--- config.mk ---
export PLATFORM = sky130hd
export DESIGN_NAME = room_sequencer_flat
export DESIGN_NICKNAME = d
export VERILOG_FILES = /design/src/rtl/room_sequencer_if.sv /design/src/rtl/room_sequencer.sv /design/src/flat_wrapper.sv
export SDC_FILE = /design/constraint.sdc
export NUM_CORES = 1
export LEC_CHECK = 0
export CAP_MARGIN = 20
export CORE_MARGIN = 3
export CORE_UTILIZATION = 48
export DETAILED_ROUTE_END_ITERATION = 7
export PLACE_DENSITY_LB_ADDON = 0.3
export SYNTH_ARGS = -nofsm -noshare
export SYNTH_HDL_FRONTEND = slang
export SYNTH_SLANG_ARGS = --single-unit
--- constraint.sdc ---
create_clock -name clk_vga -period 2.8 [get_ports clk_vga]
set_input_delay 0.56 -clock clk_vga [delete_from_list [all_inputs] [get_ports clk_vga]]
set_output_delay 0.56 -clock clk_vga [all_outputs]
set_load 0.005 [all_outputs]
--- src/rtl/room_sequencer_if.sv ---
// Handshake bundle between the map top level and the room sequencer.
// Player position/frame timing flow in; room selection and relocation flow out.
interface room_sequencer_if;
    logic       frameStart;
    logic [9:0] playerX;
    logic [8:0] playerY;
    logic       gateOpen;
    logic [2:0] roomIndex;
    logic [7:0] wallColor;
    logic       loadPlayer;
    logic [9:0] newPlayerX;
    logic [8:0] newPlayerY;
    logic       transitioning;

    modport master (
        output frameStart, playerX, playerY, gateOpen,
        input  roomIndex, wallColor, loadPlayer, newPlayerX, newPlayerY, transitioning
    );

    modport slave (
        input  frameStart, playerX, playerY, gateOpen,
        output roomIndex, wallColor, loadPlayer, newPlayerX, newPlayerY, transitioning
    );
endinterface

--- src/rtl/room_sequencer.sv ---
// Room sequencer: edge-exit detection, next-room selection, player relocation, map blanking.
// Optional macro CASTLE_GATE_EN: north exit from START_ROOM is held off while gateOpen=0.
module room_sequencer #(
    parameter int NUM_ROOMS    = 6,
    parameter int START_ROOM   = 0,
    parameter int EDGE_LEFT    = 8,
    parameter int EDGE_RIGHT   = 624,
    parameter int EDGE_TOP     = 4,
    parameter int EDGE_BOTTOM  = 470,
    parameter int ENTRY_MARGIN = 24,
    parameter int BLANK_FRAMES = 2
) (
    input  logic              clk_vga,
    input  logic              rst,
    room_sequencer_if.slave   bus
);

    typedef enum logic [1:0] {PLAY, SWAP, BLANK} state_t;

    localparam logic [3:0] NR        = 4'(NUM_ROOMS);
    localparam logic [2:0] START_IDX = 3'(START_ROOM);
    localparam logic [9:0] LEFT      = 10'(EDGE_LEFT);
    localparam logic [9:0] RIGHT     = 10'(EDGE_RIGHT);
    localparam logic [8:0] TOP       = 9'(EDGE_TOP);
    localparam logic [8:0] BOTTOM    = 9'(EDGE_BOTTOM);
    localparam logic [9:0] ENTRY_E   = 10'(EDGE_LEFT + ENTRY_MARGIN);
    localparam logic [9:0] ENTRY_W   = 10'(EDGE_RIGHT - ENTRY_MARGIN);
    localparam logic [8:0] ENTRY_N   = 9'(EDGE_BOTTOM - ENTRY_MARGIN);
    localparam logic [8:0] ENTRY_S   = 9'(EDGE_TOP + ENTRY_MARGIN);
    localparam logic [3:0] CNT_LAST  = 4'(BLANK_FRAMES - 1);

    function automatic logic [7:0] room_color(input logic [2:0] r);
        case (r)
            3'd0:    return 8'hFC;
            3'd1:    return 8'h1C;
            3'd2:    return 8'h03;
            3'd3:    return 8'hE0;
            3'd4:    return 8'hE3;
            3'd5:    return 8'h1F;
            3'd6:    return 8'h92;
            default: return 8'h6D;
        endcase
    endfunction

    // Argument is always below 2*NUM_ROOMS, so a single conditional subtract suffices.
    function automatic logic [2:0] wrap_room(input logic [3:0] v);
        logic [3:0] d;
        d = v - NR;
        return (v >= NR) ? d[2:0] : v[2:0];
    endfunction

    state_t     state;
    logic [3:0] frame_cnt;

    logic       hit_n, hit_s, hit_w, hit_e, any_exit;
    logic [2:0] next_room;
    logic [9:0] next_x;
    logic [8:0] next_y;
    logic [3:0] room_ext;

    assign room_ext = {1'b0, bus.roomIndex};

    always_comb begin
`ifdef CASTLE_GATE_EN
        hit_n = (bus.playerY <= TOP) && !((bus.roomIndex == START_IDX) && !bus.gateOpen);
`else
        hit_n = (bus.playerY <= TOP);
`endif
        hit_s    = (bus.playerY >= BOTTOM);
        hit_w    = (bus.playerX <= LEFT);
        hit_e    = (bus.playerX >= RIGHT);
        any_exit = hit_n | hit_s | hit_w | hit_e;

        next_room = bus.roomIndex;
        next_x    = bus.playerX;
        next_y    = bus.playerY;
        // Priority N > S > W > E; decrements add NUM_ROOMS first so they never go negative.
        if (hit_n) begin
            next_room = wrap_room(room_ext + 4'd1);
            next_y    = ENTRY_N;
        end else if (hit_s) begin
            next_room = wrap_room(room_ext + NR - 4'd1);
            next_y    = ENTRY_S;
        end else if (hit_w) begin
            next_room = wrap_room(room_ext + NR - 4'd2);
            next_x    = ENTRY_W;
        end else if (hit_e) begin
            next_room = wrap_room(room_ext + 4'd2);
            next_x    = ENTRY_E;
        end
    end

    always_ff @(posedge clk_vga or posedge rst) begin
        if (rst) begin
            state             <= PLAY;
            frame_cnt         <= 4'd0;
            bus.roomIndex     <= START_IDX;
            bus.wallColor     <= room_color(START_IDX);
            bus.loadPlayer    <= 1'b0;
            bus.newPlayerX    <= 10'd0;
            bus.newPlayerY    <= 9'd0;
            bus.transitioning <= 1'b0;
        end else begin
            case (state)
                PLAY: begin
                    if (bus.frameStart && any_exit) begin
                        state             <= SWAP;
                        bus.roomIndex     <= next_room;
                        bus.wallColor     <= room_color(next_room);
                        bus.loadPlayer    <= 1'b1;
                        bus.newPlayerX    <= next_x;
                        bus.newPlayerY    <= next_y;
                        bus.transitioning <= 1'b1;
                    end
                end
                SWAP: begin
                    // A frameStart landing here does not count toward the blank period.
                    state          <= BLANK;
                    bus.loadPlayer <= 1'b0;
                end
                BLANK: begin
                    if (bus.frameStart) begin
                        if (frame_cnt == CNT_LAST) begin
                            frame_cnt         <= 4'd0;
                            state             <= PLAY;
                            bus.transitioning <= 1'b0;
                        end else begin
                            frame_cnt <= frame_cnt + 4'd1;
                        end
                    end
                end
                default: begin
                    state             <= PLAY;
                    bus.loadPlayer    <= 1'b0;
                    bus.transitioning <= 1'b0;
                end
            endcase
        end
    end

endmodule

--- src/flat_wrapper.sv ---
// flat-port wrapper written by rule: the top's interface ports become plain ports
module room_sequencer_flat 
#(
    parameter int NUM_ROOMS    = 6,
    parameter int START_ROOM   = 0,
    parameter int EDGE_LEFT    = 8,
    parameter int EDGE_RIGHT   = 624,
    parameter int EDGE_TOP     = 4,
    parameter int EDGE_BOTTOM  = 470,
    parameter int ENTRY_MARGIN = 24,
    parameter int BLANK_FRAMES = 2
)
  (clk_vga, rst, bus_frameStart, bus_playerX, bus_playerY, bus_gateOpen, bus_roomIndex, bus_wallColor, bus_loadPlayer, bus_newPlayerX, bus_newPlayerY, bus_transitioning);
  room_sequencer_if bus_i ();
  input  logic clk_vga;
  input  logic rst;
  input wire logic [$bits(bus_i.frameStart)-1:0] bus_frameStart;
  input wire logic [$bits(bus_i.playerX)-1:0] bus_playerX;
  input wire logic [$bits(bus_i.playerY)-1:0] bus_playerY;
  input wire logic [$bits(bus_i.gateOpen)-1:0] bus_gateOpen;
  output wire logic [$bits(bus_i.roomIndex)-1:0] bus_roomIndex;
  output wire logic [$bits(bus_i.wallColor)-1:0] bus_wallColor;
  output wire logic [$bits(bus_i.loadPlayer)-1:0] bus_loadPlayer;
  output wire logic [$bits(bus_i.newPlayerX)-1:0] bus_newPlayerX;
  output wire logic [$bits(bus_i.newPlayerY)-1:0] bus_newPlayerY;
  output wire logic [$bits(bus_i.transitioning)-1:0] bus_transitioning;
  assign bus_i.frameStart = bus_frameStart;
  assign bus_i.playerX = bus_playerX;
  assign bus_i.playerY = bus_playerY;
  assign bus_i.gateOpen = bus_gateOpen;
  assign bus_roomIndex = bus_i.roomIndex;
  assign bus_wallColor = bus_i.wallColor;
  assign bus_loadPlayer = bus_i.loadPlayer;
  assign bus_newPlayerX = bus_i.newPlayerX;
  assign bus_newPlayerY = bus_i.newPlayerY;
  assign bus_transitioning = bus_i.transitioning;
  room_sequencer #(.NUM_ROOMS(NUM_ROOMS), .START_ROOM(START_ROOM), .EDGE_LEFT(EDGE_LEFT), .EDGE_RIGHT(EDGE_RIGHT), .EDGE_TOP(EDGE_TOP), .EDGE_BOTTOM(EDGE_BOTTOM), .ENTRY_MARGIN(ENTRY_MARGIN), .BLANK_FRAMES(BLANK_FRAMES)) u_core (.clk_vga(clk_vga), .rst(rst), .bus(bus_i));
endmodule
Yosys cells after proc, flatten, opt, wreduce, memory -nomap -nowiden
Cells that the tools add are included.

cells by class
  bitwise gates (word level) = 5
  equality and inequality tests = 12
  reductions and logical operators = 8
  add/sub/neg operators = 10
  multiplexer cells = 25
  order comparisons = 8

operators with widths
  kind                                                                number
  case mux 8 bit (7 select lines)                                     1
  two-way mux 10 bit                                                  4
  two-way mux 3 bit                                                   8
  two-way mux 9 bit                                                   2
  greater-or-equal comparator 4 x 3 -> 1 bit (second input constant)  4
  subtractor 3 bit (second input constant)                            4
  greater-or-equal comparator 10 bit (second input constant)          1
  less-or-equal comparator 10 x 4 -> 1 bit (second input constant)    1
  equality test 3 bit (second input constant)                         3
  greater-or-equal comparator 9 bit (second input constant)           1
  less-or-equal comparator 9 x 3 -> 1 bit (second input constant)     1
  equality test 3 x 2 -> 1 bit (second input constant)                2
  two-way mux 2 bit                                                   3
  case mux 2 bit (3 select lines)                                     1
  AND reduction 2 bit                                                 3
  adder 3 x 1 -> 4 bit (second input constant)                        1
  adder 3 x 2 -> 4 bit (second input constant)                        1
  adder 3 x 3 -> 4 bit (second input constant)                        1
  adder 4 x 1 -> 4 bit (second input constant)                        1
  equality test 4 x 1 -> 1 bit (second input constant)                1
  two-way mux 4 bit                                                   1
  inequality test 2 x 1 -> 1 bit (second input constant)              2
  AND reduction 4 bit                                                 1
  subtractor 4 x 1 -> 4 bit (second input constant)                   1
  14 further kinds                                                    19

storage, ports and cells
  output and inout bits = 32
  word-level logic and storage cells = 76
  bits in registers = 38
  bits of input ports = 23

Longest topological paths before layout
  depth in word-level cells = 9
  depth in mapped cells = 12
  gate-level depth less buffers = 12

Least setup slack after synthesis
Ideal clock, no wire load.

  kind = register to register
  from = register u_core.bus.roomIndex[1]
  to = register u_core.bus.wallColor[0]
  required time = 2.696 ns
  data arrival time = 2.471 ns
  buffers on the path = 0
  setup time = 0.104 ns
  stages on the path, launching flop included = 13
  setup slack = 0.225 ns
  period minus slack after synthesis = 2.575 ns
  cell sequence = dfrtp_1 -> inv_1 -> ha_1 -> xor2_1 -> nor2_1 -> a21o_1 -> o22ai_1 -> or2_1 -> inv_1 -> ha_1 -> nor2_1 -> nor3_1 -> o311ai_1

on the way
  word-level cells in the longest chain between the ends = 9
  elaborated cells on any way between the ends = 29
  those cells by class = add/sub (9); order compare (4); eq/ne (6); mux (9); reduce/logical (1)

RTL lines
  item                                                                line                                                              text
  start: declaration                                                  room_sequencer_if.sv:22                                           output roomIndex, wallColor, loadPlayer, newPlayerX, newPlayerY, transitioning
  start signal: assignment                                            room_sequencer.sv:108                                             bus.roomIndex <= next_room;
  adder 3 x 3 -> 4 bit or adder 3 x 2 -> 4 bit (tied branches)        room_sequencer.sv:82, room_sequencer.sv:85, room_sequencer.sv:88
  subtractor 4 x 2 -> 4 bit (tied with other cells)                   room_sequencer.sv:85                                              next_room = wrap_room(room_ext + NR - 4'd2);
  greater-or-equal comparator 4 x 3 -> 1 bit (tied with other cells)  room_sequencer.sv:49                                              return (v >= NR) ? d[2:0] : v[2:0];
  two-way mux 3 bit (on tied branches)                                room_sequencer.sv:49, room_sequencer.sv:87
  two-way mux 3 bit                                                   room_sequencer.sv:84                                              end else if (hit_w) begin
  two-way mux 3 bit                                                   room_sequencer.sv:81                                              end else if (hit_s) begin
  two-way mux 3 bit *                                                 room_sequencer.sv:78                                              if (hit_n) begin
  named net u_core.next_room[1]                                       room_sequencer.sv:56                                              logic [2:0] next_room;
  equality test 3 bit (tied with other cells)                         room_sequencer.sv:33                                              case (r)
  case mux 8 bit (7 select lines) *                                   room_sequencer.sv:33
  end signal: assignment                                              room_sequencer.sv:98                                              bus.wallColor <= room_color(START_IDX);
  end signal: assignment                                              room_sequencer.sv:109                                             bus.wallColor <= room_color(next_room);
  end: declaration                                                    room_sequencer_if.sv:22

Mark *: on every way through the listed nets, which the timed path passes. The rest lies on a longest branch.
A chain may end at the register's enable or synchronous reset.

Final worst setup path
  from = input port bus_playerX[1]
  to = register u_core.bus.wallColor[0]

on the way
  word-level cells in the longest chain between the ends = 7
  elaborated cells on any way between the ends = 18
  those cells by class = order compare (2); eq/ne (6); mux (5); bitwise (2); reduce/logical (3)

RTL lines
  item                                         line                  text
  start: declaration                           flat_wrapper.sv:18    input wire logic [$bits(bus_i.playerX)-1:0] bus_playerX;
  greater-or-equal comparator 10 bit           room_sequencer.sv:71  hit_e = (bus.playerX >= RIGHT);
  two-way mux 3 bit                            room_sequencer.sv:87  end else if (hit_e) begin
  two-way mux 3 bit                            room_sequencer.sv:84
  two-way mux 3 bit                            room_sequencer.sv:81
  two-way mux 3 bit                            room_sequencer.sv:78
  equality test 3 bit (tied with other cells)  room_sequencer.sv:33
  case mux 8 bit (7 select lines)              room_sequencer.sv:33

Several ways; a longest one is shown, not always the timed one.

==> metrics.md <==
| Metric | Value |
|---|---|
| Core Area | `4090 um^2` |
| Detail Route met3 WL | `244 um` |
| Highest Clock Rate | `0.390 GHz` |
| Cell count after synthesis | `222` |
| Top sig layer | `met4` |
| Cell with the most instances after synthesis | `nand2_1` |
| Flip-flop and latch count after synthesis | `36` |
| TritonCTS clock tree | `yes` |
| Clock Skew | `0.00630 ns` |
| Synth Area per Inst | `9.34 um^2` |
| Post-Syn Nets | `259` |
| Type of the worst setup path | `in2reg` |
| Clock Sink Count | `36` |
| Die height | `71.7 um` |
| Type of origin of the critical path | `input port` |
| Register clock-pin slew on the reported worst setup and hold paths | `0.07 ns` |
| Initial Util | `50.7%` |
| Iter 0 DRT Violations | `122` |
| Initial DRT Pass Iterations | `4` |
| Nets | `335` |
| FILL cells | `326` |
| CP Max Fanout | `5` |
| Final total power | `2760 uW` |
| Largest net degree at the start of global routing | `37` |
| Cts hold-fix bufs | `0` |
| Die X | `71.7 um` |
| Total GRT Usage | `19.6%` |
| Area Growth Syn to Fin | `40.6%` |
| IO Count | `55` |
| Slew Viols, Final | `0` |
| Routed wl met2 | `2350 um` |
| Final Util | `71.3%` |
| RSZ-0062 raised after global routing | `false` |
| Tmin final | `2.57 ns` |
| Peak VDD IR | `0.564 mV` |
| Yosys warns | `0` |
| Top cells by count, synth | `nand2_1 (39), dfrtp_1 (32), ha_1 (14), nor2_1 (14), a21oi_1 (13)` |
| Status | `finished, final reports clean` |
| FFs w/ async S/R, synth | `100%` |
| Ys flop type | `dfrtp_1` |
| Slew @ Worst Pin | `0.452 ns` |
| Mean routed wirelength per cell | `13.5 um` |
| First-pass GRT wire length | `7950 um` |
| Hold Crit Class | `reg2reg` |
| IO buf count | `53` |
| Final Hold Vio Count | `0` |
| Clock tree buffer depth | `2` |
| Final period util | `91.6%` |
| Worst-Skew Late Latency | `0.29 ns` |
| Post-route ant nets | `0` |
| Hold Worst Slack | `0.472 ns` |
| DRC violations left | `0` |
| Synth area leader | `dfrtp_1` |
| WP data arrival | `2.76 ns` |
| Die area | `5140 um^2` |
| Post-place setup slack | `-0.137 ns` |
| Power Dens Cells | `947 nW/um^2` |
| Final Setup Violations | `0` |
| Final worst slack | `0.234 ns` |
| Via count | `1850` |
| Drt total wl | `4730 um` |
| Top-area cell type share of the netlist area | `38.6%` |
| Vias in the first global route | `1800` |
| Synth area leaders | `dfrtp_1 (39%), ha_1 (8.4%), nand2_1 (7.1%)` |
| N_diodes | `0` |
| Wire length on met1 | `2070 um` |
| CTS Root Cell | `clkbuf_8` |
| Vias per inst | `5.30` |
| Worst setup EP type | `register` |
| Multi-input logic area | `1100 um^2` |
| Max Cap Violations | `0` |
| Sequential Area | `907 um^2` |
| Mapped Area | `2070 um^2` |
| Register area share after synthesis | `43.7%` |
| Post-synth EDFFs | `0` |
| Distinct cells, synth | `49` |
| Leakage power | `0.00135 uW` |
| Final Wtd Congestion | `0.820` |
| Rel. slew slack | `69.9%` |
| Dpl hpwl | `3710 um` |
| Row cnt | `23` |
| Gr ovfl total | `0` |
| Share of cells above drive strength 1 | `15.7%` |
| Worst path required time | `2.99 ns` |
| Htree depth | `2` |
| Initial antenna violation count | `0` |
| TritonCTS buffer count | `5` |
path summary, 6_finish.rpt:
check / start / end / slack [ns] / cells after the start
worst min-delay path: u_core.bus.newPlayerY[2] / u_core.bus.newPlayerY[2] / 0.47 / 2
min in group asynchronous: rst / u_core.bus.newPlayerY[0] / 0.67 / 3
worst max register to register: u_core.bus.roomIndex[1] / u_core.bus.wallColor[0] / 0.24 / 11
worst max-delay path: bus_playerX[1] / u_core.bus.wallColor[0] / 0.23 / 10
worst min register to register: u_core.bus.newPlayerY[2] / u_core.bus.newPlayerY[2] / 0.47 / 2
max in group asynchronous: rst / u_core.bus.roomIndex[0] / 1.78 / 3
where the power goes:
group	internal, uW	leakage [uW]	switching, uW
registers	733	0.000448	131
clock network	264	0.0000552	179
logic	795	0.000845	659
total	1790	0.00135	969
through the flow:
stage | TNS (ns) | area, um^2 | cells
floorplan | 0 | 2070 | 222
global route | 0 | 2920 | 349
global placement | -0.109 | 2790 | 341
CTS | 0 | 2900 | 349
detailed placement | -0.215 | 2790 | 341
finish | 0 | 2920 | 349
critical path: stages:
cell	delay, ns
clkdlybuf4s50_1	0.43
o31ai_1	0.37
and3_4	0.27
o21ai_0	0.07
o211a_1	0.14
or2_4	0.28
ha_1	0.23
nor3_2	0.21
o211ai_2	0.09
o311ai_1	0.09
state kept, by name (all words and copies together) (netlist names):
name / count
u_core.bus.roomIndex: 3
u_core.bus.loadPlayer: 1
u_core.frame_cnt: 4
u_core.bus.transitioning: 1
u_core.bus.wallColor: 6
u_core.state: 2
u_core.bus.newPlayerY: 9
u_core.bus.newPlayerX: 10
metal layers:
metal / track usage, % / up-vias
met5: 0 / -
met4: 6.26 / 0
met3: 4.77 / 7
met2: 33.1 / 47
met1: 24.6 / 875
li1: - / 921
cell families (layout without fill, tap and decap cells):
kind of cell,Yosys count,after routing,share of synthesized area (%)
AND/OR/NAND/NOR,88,88,19.9
XOR/XNOR,9,9,3.80
buffers and inverters,17,94,4.10
AO/OA/AOI/OAI,53,53,17.6
adder cells (fa/ha/maj),14,14,8.45
flip-flops,36,36,43.7
multiplexers,5,5,2.47
cell type report:
| class | instances | share of cell area (%) |
|---|---|---|
| multi-input combinational | 169 | 37.6 |
| sequential | 36 | 31.1 |
| timing repair buffer | 76 | 24.1 |
| clock buffer | 6 | 2.49 |
| tap | 50 | 2.15 |
| inverter | 10 | 1.29 |
| clock inverter | 2 | 1.20 |
cells in the final DEF (no fill, tap or decap), drive strengths merged, types with 3 or more instances in the layout:
cell / n
buf: 23
nand4: 4
nand2: 39
nor2: 14
and2: 3
xnor2: 7
dfstp: 4
clkdlybuf4s50: 53
a21oi: 13
inv: 10
dfrtp: 32
mux2i: 4
nor3: 4
and3: 4
o21ai: 17
o31ai: 4
nand3: 12
ha: 14
clkbuf: 6
timing repair:
action,in CTS,in global routing
endpoints found under the setup margin,0,1
buffers inserted,0,0
gates resized for setup,0,4
No activity file was read; power rests on OpenSTA's default activity.
